**config.mk**
```make
export PLATFORM = sky130hd
export DESIGN_NAME = fetch_unit
export DESIGN_NICKNAME = d
export VERILOG_FILES = /design/src/rtl/fetch_unit.sv
export SDC_FILE = /design/constraint.sdc
export NUM_CORES = 1
export LEC_CHECK = 0
export BUFFER_PORTS_ARGS = -buffer_cell sky130_fd_sc_hd__buf_4
export CAP_MARGIN = 0
export CELL_PAD_IN_SITES_DETAIL_PLACEMENT = 2
export CELL_PAD_IN_SITES_GLOBAL_PLACEMENT = 2
export CORE_ASPECT_RATIO = 1.25
export CORE_UTILIZATION = 28
export CTS_BUF_LIST = sky130_fd_sc_hd__clkbuf_16
export DETAILED_ROUTE_END_ITERATION = 12
export GPL_ROUTABILITY_DRIVEN = 0
export PLACE_DENSITY = 0.73
export SLEW_MARGIN = 20
export SYNTH_ARGS = -nofsm -noshare
export SYNTH_HDL_FRONTEND = slang
export SYNTH_SLANG_ARGS = --single-unit
export TNS_END_PERCENT = 10
```
**constraint.sdc**
```tcl
create_clock -name clk -period 10.9 [get_ports clk]
set_clock_uncertainty 0.15 [all_clocks]
set_input_delay 2.18 -clock clk [delete_from_list [all_inputs] [get_ports clk]]
set_output_delay 2.18 -clock clk [all_outputs]
set_load 0.02 [all_outputs]
```
**src/rtl/fetch_unit.sv**
```systemverilog
// Instruction fetch unit: single-outstanding request FSM that feeds decode.
// Redirects override everything and flush any in-flight or held instruction.
module fetch_unit #(
    parameter logic [31:0] RESET_PC = 32'h0000_0000
) (
    input  logic        clk,
    input  logic        rst,
    input  logic        redirect_valid,
    input  logic [31:0] redirect_pc,
    output logic        imem_req_valid,
    input  logic        imem_req_ready,
    output logic [31:0] imem_req_addr,
    input  logic        imem_resp_valid,
    input  logic [31:0] imem_resp_data,
    output logic        if_valid,
    output logic [31:0] if_instr,
    output logic [31:0] if_pc,
    input  logic        id_ready,
    output logic        fetch_misalign
);

    typedef enum logic [2:0] {
        S_IDLE,
        S_REQ,
        S_WAIT,
        S_HOLD,
        S_DRAIN
    } state_t;

    state_t      state_q, state_d;
    logic [31:0] pc_q, pc_d;
    logic [31:0] fetch_pc_q, fetch_pc_d;
    logic        if_valid_q, if_valid_d;
    logic [31:0] if_instr_q, if_instr_d;
    logic [31:0] if_pc_q, if_pc_d;
    logic        misalign_q, misalign_d;

    // State and datapath registers; reset abandons any outstanding request
    always_ff @(posedge clk or posedge rst) begin
        if (rst) begin
            state_q    <= S_IDLE;
            pc_q       <= RESET_PC;
            fetch_pc_q <= 32'h0;
            if_valid_q <= 1'b0;
            if_instr_q <= 32'h0;
            if_pc_q    <= 32'h0;
            misalign_q <= 1'b0;
        end else begin
            state_q    <= state_d;
            pc_q       <= pc_d;
            fetch_pc_q <= fetch_pc_d;
            if_valid_q <= if_valid_d;
            if_instr_q <= if_instr_d;
            if_pc_q    <= if_pc_d;
            misalign_q <= misalign_d;
        end
    end

    // Next-state and datapath updates; redirect takes priority over all events
    always_comb begin
        state_d    = state_q;
        pc_d       = pc_q;
        fetch_pc_d = fetch_pc_q;
        if_valid_d = if_valid_q;
        if_instr_d = if_instr_q;
        if_pc_d    = if_pc_q;
        misalign_d = redirect_valid && (redirect_pc[1:0] != 2'b00);

        if (redirect_valid) begin
            pc_d       = {redirect_pc[31:2], 2'b00};
            if_valid_d = 1'b0;
            case (state_q)
                // A request accepted this cycle is now stale
                S_REQ:   state_d = imem_req_ready ? S_DRAIN : S_REQ;
                // An arriving response closes the outstanding request
                S_WAIT:  state_d = imem_resp_valid ? S_REQ : S_DRAIN;
                S_DRAIN: state_d = S_DRAIN;
                default: state_d = S_REQ;
            endcase
        end else begin
            case (state_q)
                S_IDLE: state_d = S_REQ;
                S_REQ: begin
                    if (imem_req_ready) begin
                        fetch_pc_d = pc_q;
                        pc_d       = pc_q + 32'd4;
                        state_d    = S_WAIT;
                    end
                end
                S_WAIT: begin
                    if (imem_resp_valid) begin
                        if_instr_d = imem_resp_data;
                        if_pc_d    = fetch_pc_q;
                        if_valid_d = 1'b1;
                        state_d    = S_HOLD;
                    end
                end
                S_HOLD: begin
                    if (id_ready) begin
                        if_valid_d = 1'b0;
                        state_d    = S_REQ;
                    end
                end
                S_DRAIN: begin
                    if (imem_resp_valid) begin
                        state_d = S_REQ;
                    end
                end
                default: begin
                    if_valid_d = 1'b0;
                    state_d    = S_IDLE;
                end
            endcase
        end
    end

    assign imem_req_valid = (state_q == S_REQ);
    assign imem_req_addr  = pc_q;
    assign if_valid       = if_valid_q;
    assign if_instr       = if_instr_q;
    assign if_pc          = if_pc_q;
    assign fetch_misalign = misalign_q;

endmodule

```
### After elaboration in Yosys (flattened, before gate mapping)

Cells that the tools add are included.

| cells by class | value |
|---|---|
| add/sub/neg operators | 1 |
| equality and inequality tests | 9 |
| multiplexer cells | 16 |
| bitwise logic cells | 1 |
| reduce and logical (&&, ||, !) cells | 11 |

Operator list:

| cell | count |
|---|---|
| $mux 32 | 3 |
| $add 32x3->32 const B | 1 |
| $mux 3 | 7 |
| $pmux 3 s5 | 1 |
| $ne 3x3->1 const B | 3 |
| $pmux 3 s3 | 1 |
| $reduce_and 3->1 | 3 |
| $eq 3x2->1 const B | 2 |
| $reduce_bool 2->1 | 3 |
| $reduce_and 4->1 | 1 |
| $eq 3x1->1 const B | 1 |
| $eq 3x3->1 const B | 1 |
| $logic_not 3->1 | 1 |
| $mux 1 | 3 |
| $ne 3x2->1 const B | 1 |
| $pmux 1 s3 | 1 |
| $reduce_or 3->1 | 1 |
| $ne 2x1->1 const B | 1 |
| $reduce_and 2->1 | 1 |
| $logic_and 1x1->1 | 1 |
| $not 1->1 | 1 |

| word-level totals | value |
|---|---|
| flip-flop bits (word level) | 133 |
| input bits | 70 |
| output and inout bits | 99 |

### Logic depth before layout (Yosys ltp)

| logic depth | value |
|---|---|
| depth in word-level cells | 4 |
| depth in mapped cells | 6 |
| mapped depth without buffers | 5 |

### Worst setup path before layout

Ideal clock, no wire load.

| timing path | value |
|---|---|
| kind | input to register |
| start point | in redirect_valid |
| end point | reg if_instr_q[0], in the netlist if_instr[0] |
| library setup time | 125 ps |
| data arrival time | 3412 ps |
| required time | 10625 ps |
| setup slack | 7213 ps |
| stages | 5 |
| path buffers | 2 |
| cell sequence | clkbuf_1 > nor2_1 > nand3_1 > clkbuf_1 > mux2_2 |

| between the ends | value |
|---|---|
| cells in the longest elaborated chain, start to end | 2 |

RTL lines:

| element | line | text |
|---|---|---|
| from (decl) | 8 | `input logic redirect_valid,` |
| $not 1->1 (no source line) | n/a |  |
| $reduce_and 3->1 (no source line) | n/a |  |
| to (signal assigned) | 53 | `if_instr_q <= if_instr_d;` |
| to (decl) | 34 | `logic [31:0] if_instr_q, if_instr_d;` |

No other way between the ends.
A chain may end at the register's enable or synchronous reset.

### Worst setup path in the final report

| timing path | value |
|---|---|
| start point | in imem_req_ready |
| end point | reg pc_q[30], in the netlist imem_req_addr[30] |

| between the ends | value |
|---|---|
| cells in the longest elaborated chain, start to end | 2 |

RTL lines:

| element | line | text |
|---|---|---|
| from (decl) | 11 | `input logic imem_req_ready,` |
| $reduce_bool 2->1 (no source line) | n/a |  |
| $reduce_and 2->1 (no source line) | n/a |  |
| to (signal assigned) | 50 | `pc_q <= pc_d;` |
| to (decl) | 31 | `logic [31:0] pc_q, pc_d;` |

No other way between the ends.

==> reports/qor.csv <==
stage;metric;value;unit
synth;count of state elements after synthesis;127;
sta;RSZ-0062 raised after global routing;no;
sta;fin worst setup slack;6.902;ns
worst_setup_path;Startpoint Class;input pin;
synth;cells after synthesis;455;
layout;fillers;2069;
global_routing;largest net degree at the start of global routing;80;
synth;Synth Warn #;0;
power_and_ir_drop;Worst VDD drop;0.1043;mV
route;DRT Pass-1 Iters;4;
worst_setup_path;CP required;11.08;ns
worst_setup_path;critical path arrival;4.17;ns
synth;mapped cell area;0.005570;sq mm
worst_setup_path;CP Max Fanout;13;
layout;commonest non-fill, non-tap cell in the layout;buf_4;
synth;largest area contributor in the netlist;dfrtp_1;
layout;post-route cell area;0.007627;sq mm
synth;Post-synth EDFFs;0;
route;WL/cell;18.42;um
synth;mux share of post-synthesis cell area;18.98;%
sta;slew margin rel.;33.86;%
sta;Max Clk Rate;250.1;MHz
global_routing;first-pass GRT wire length;26440;um
placement;Buffers on Ports;164;
route;drt drc;0;
layout;multi-input logic area;0.002245;sq mm
clocking;Reg clk slew, reported paths;0.06;ns
route;post-DR vias/cell;4.837;
route;Antenna Nets Post-Route;0;
worst_setup_path;Setup CP Type;input pin to flop;
floorplan;core area;0.01947;sq mm
layout;Non-Filler Instances;891;
global_routing;total grt overflow;0;
synth;main combinational cell family by area after synthesis;multiplexers;
route;First DRT Iteration DRCs;124;
floorplan;die area;0.02047;sq mm
synth;Post-synth ARST share;100.0;%
clocking;Inserted Clock Buffers;17;
synth;Syn Area/Cell;12.24;sq um
synth;post-synthesis compound-gate area fraction;6.851;%
sta;Slew Limit Fails;0;
route;Detailed Route WL;16410;um
layout;commonest cells after routing, fill and taps aside;166 x buf_4, 127 x dfrtp_1, 93 x mux2_2, 24 x nor2_1, 23 x nand2_1;
clocking;# Post-CTS Setup Buffers;0;
power_and_ir_drop;LEAKAGE;3.488;nW
power_and_ir_drop;Pwr Density;261.9;mW/mm^2
floorplan;Die X;128.2;um
synth;post-synthesis cell type count;48;
route;vias;4310;
synth;Post-Synth XOR/XNOR Area;1.258;%
job;maxcap violations;0;
sta;final hold slack;0.3552;ns
layout;Final Util;39.17;%
run_status;run status;complete, no violations;
global_routing;vias in the first global route;4892;
worst_setup_path;CP Capture Type;flop;
synth;Primary FF master, synth;dfrtp_1;
sta;worst-margin pin slew;0.9897;ns
layout;ANT cells;0;
clocking;CTS Hold Bufs;0;
layout;register area;0.003178;sq mm
global_routing;initial antenna violation count;0;
clocking;Root Buffer;clkbuf_16;
layout;layout cell share with drive strength beyond 1;47.60;%
synth;area share of fa/ha/maj cells after synthesis;0.2246;%
synth;ranking of synthesized cells by area;dfrtp_1 57%, mux2_2 19%, a31oi_1 2.0%, nand4_1 1.9%, or4_1 1.8%;
layout;area grow syn2layout;36.93;%
global_routing;GRT Util Overall;16.80;%
floorplan;# rows;57;
placement;placed inst area;0.007046;sq mm
floorplan;I/O Pins;169;
synth;post-synth top area share;57.05;%
layout;Nets;684;
sta;Final period util;36.68;%
clocking;later-pin clock latency in the skew report;0.41;ns
synth;sequential cell area fraction in the yosys report;57.05;%
sta;setup violators final;0;
synth;Post-Synth Simple-Gate Area;12.33;%
clocking;clk sinks;127;
sta;min Tclk post-route;3.998;ns
clocking;post-CTS sizing;0;
clocking;Max clock buf depth;2;
min_path;worst min-delay path class;flop to flop;
clocking;CTS tree;done;
floorplan;Initial Utilization;28.61;%
placement;Setup WS pre-CTS;6.426;ns
sta;TNS Setup;0;ns
clocking;CTS H-tree lvls;4;
placement;HPWL after DPL;11500;um
power_and_ir_drop;total power;1.998;mW
placement;DP Cell Count;859;
sta;endpoints failing hold;0;
floorplan;Die Height;159.7;um
==> worst max-delay path: stages <==
cell	delay, ns
buf_4	0.10
and4bb_1	0.55
nand4_1	0.50
or4_1	0.64
a31oi_1	0.20
==> cell type report <==
cell class / instances / share of cell area, %
Multi-Input combinational cell: 290 / 29.43
Sequential cell: 127 / 41.67
Clock buffer: 17 / 5.577
Clock inverter: 15 / 2.034
Inverter: 11 / 0.6070
Tap cell: 265 / 4.347
Timing Repair Buffer: 166 / 16.34
==> state kept, by name, summed over array words and instances (netlist names) <==
| register | cells |
|---|---|
| fetch_misalign | 1 |
| fetch_pc_q | 30 |
| if_instr | 32 |
| if_pc | 30 |
| if_valid | 1 |
| imem_req_addr | 30 |
| state_q | 3 |
==> worst paths after layout <==
path / startpoint / endpoint / slack (ns) / cells after the start
max: imem_req_ready / imem_req_addr[30]$_DFFE_PP0P_ / 6.90 / 5
min reg2reg: fetch_pc_q[10]$_DFFE_PP0P_ / fetch_pc_q[10]$_DFFE_PP0P_ / 0.36 / 1
min: fetch_pc_q[10]$_DFFE_PP0P_ / fetch_pc_q[10]$_DFFE_PP0P_ / 0.36 / 1
min in group asynchronous: rst / if_instr[19]$_DFFE_PP0P_ / 1.75 / 2
max reg2reg: state_q[2]$_DFFE_PP0P_ / imem_req_addr[30]$_DFFE_PP0P_ / 8.12 / 4
max in group asynchronous: rst / if_valid$_DFFE_PP0P_ / 7.68 / 3
==> layer usage <==
layer | wire, um | global-route usage, % | up-vias | share of wire, %
li1 | - | - | 1978 | -
met1 | 6698 | 18.95 | 2190 | 41
met2 | 8484 | 30.14 | 128 | 52
met3 | 1063 | 5.159 | 14 | 6.5
met4 | 164 | 4.813 | 0 | 1.0
met5 | 0 | 0 | - | 0
==> Yosys cell counts (2+ instances only) <==
library cell  number
dfrtp_1          127
mux2_2            93
nor2_1            25
nand2_1           23
a31oi_1           18
clkbuf_1          18
o21ai_0           18
nand4_1           17
nand3_1           15
or4_1             13
inv_1             11
o31ai_1            9
or3_1              5
xnor2_1            5
buf_1              4
buf_4              4
nor3_1             4
o211ai_1           4
and3_1             3
and4_1             3
or3b_2             3
xor2_1             3
buf_2              2
nand2b_1           2
o31a_1             2
or3_2              2
==> logic make-up after synthesis <==
group / after synthesis
flip-flops: 127
buffers and inverters: 41
XOR/XNOR: 8
multiplexers: 94
adder cells (fa/ha/maj): 1
other: 1
AND/OR/NAND/NOR: 124
AO/OA/AOI/OAI: 59
==> power breakdown <==
group	internal (mW)	switching (mW)	total [mW]
sequential	0.649	0.126	0.776
combinational	0.329	0.325	0.654
clock	0.354	0.214	0.568
Power figures use the tool's default switching activity.
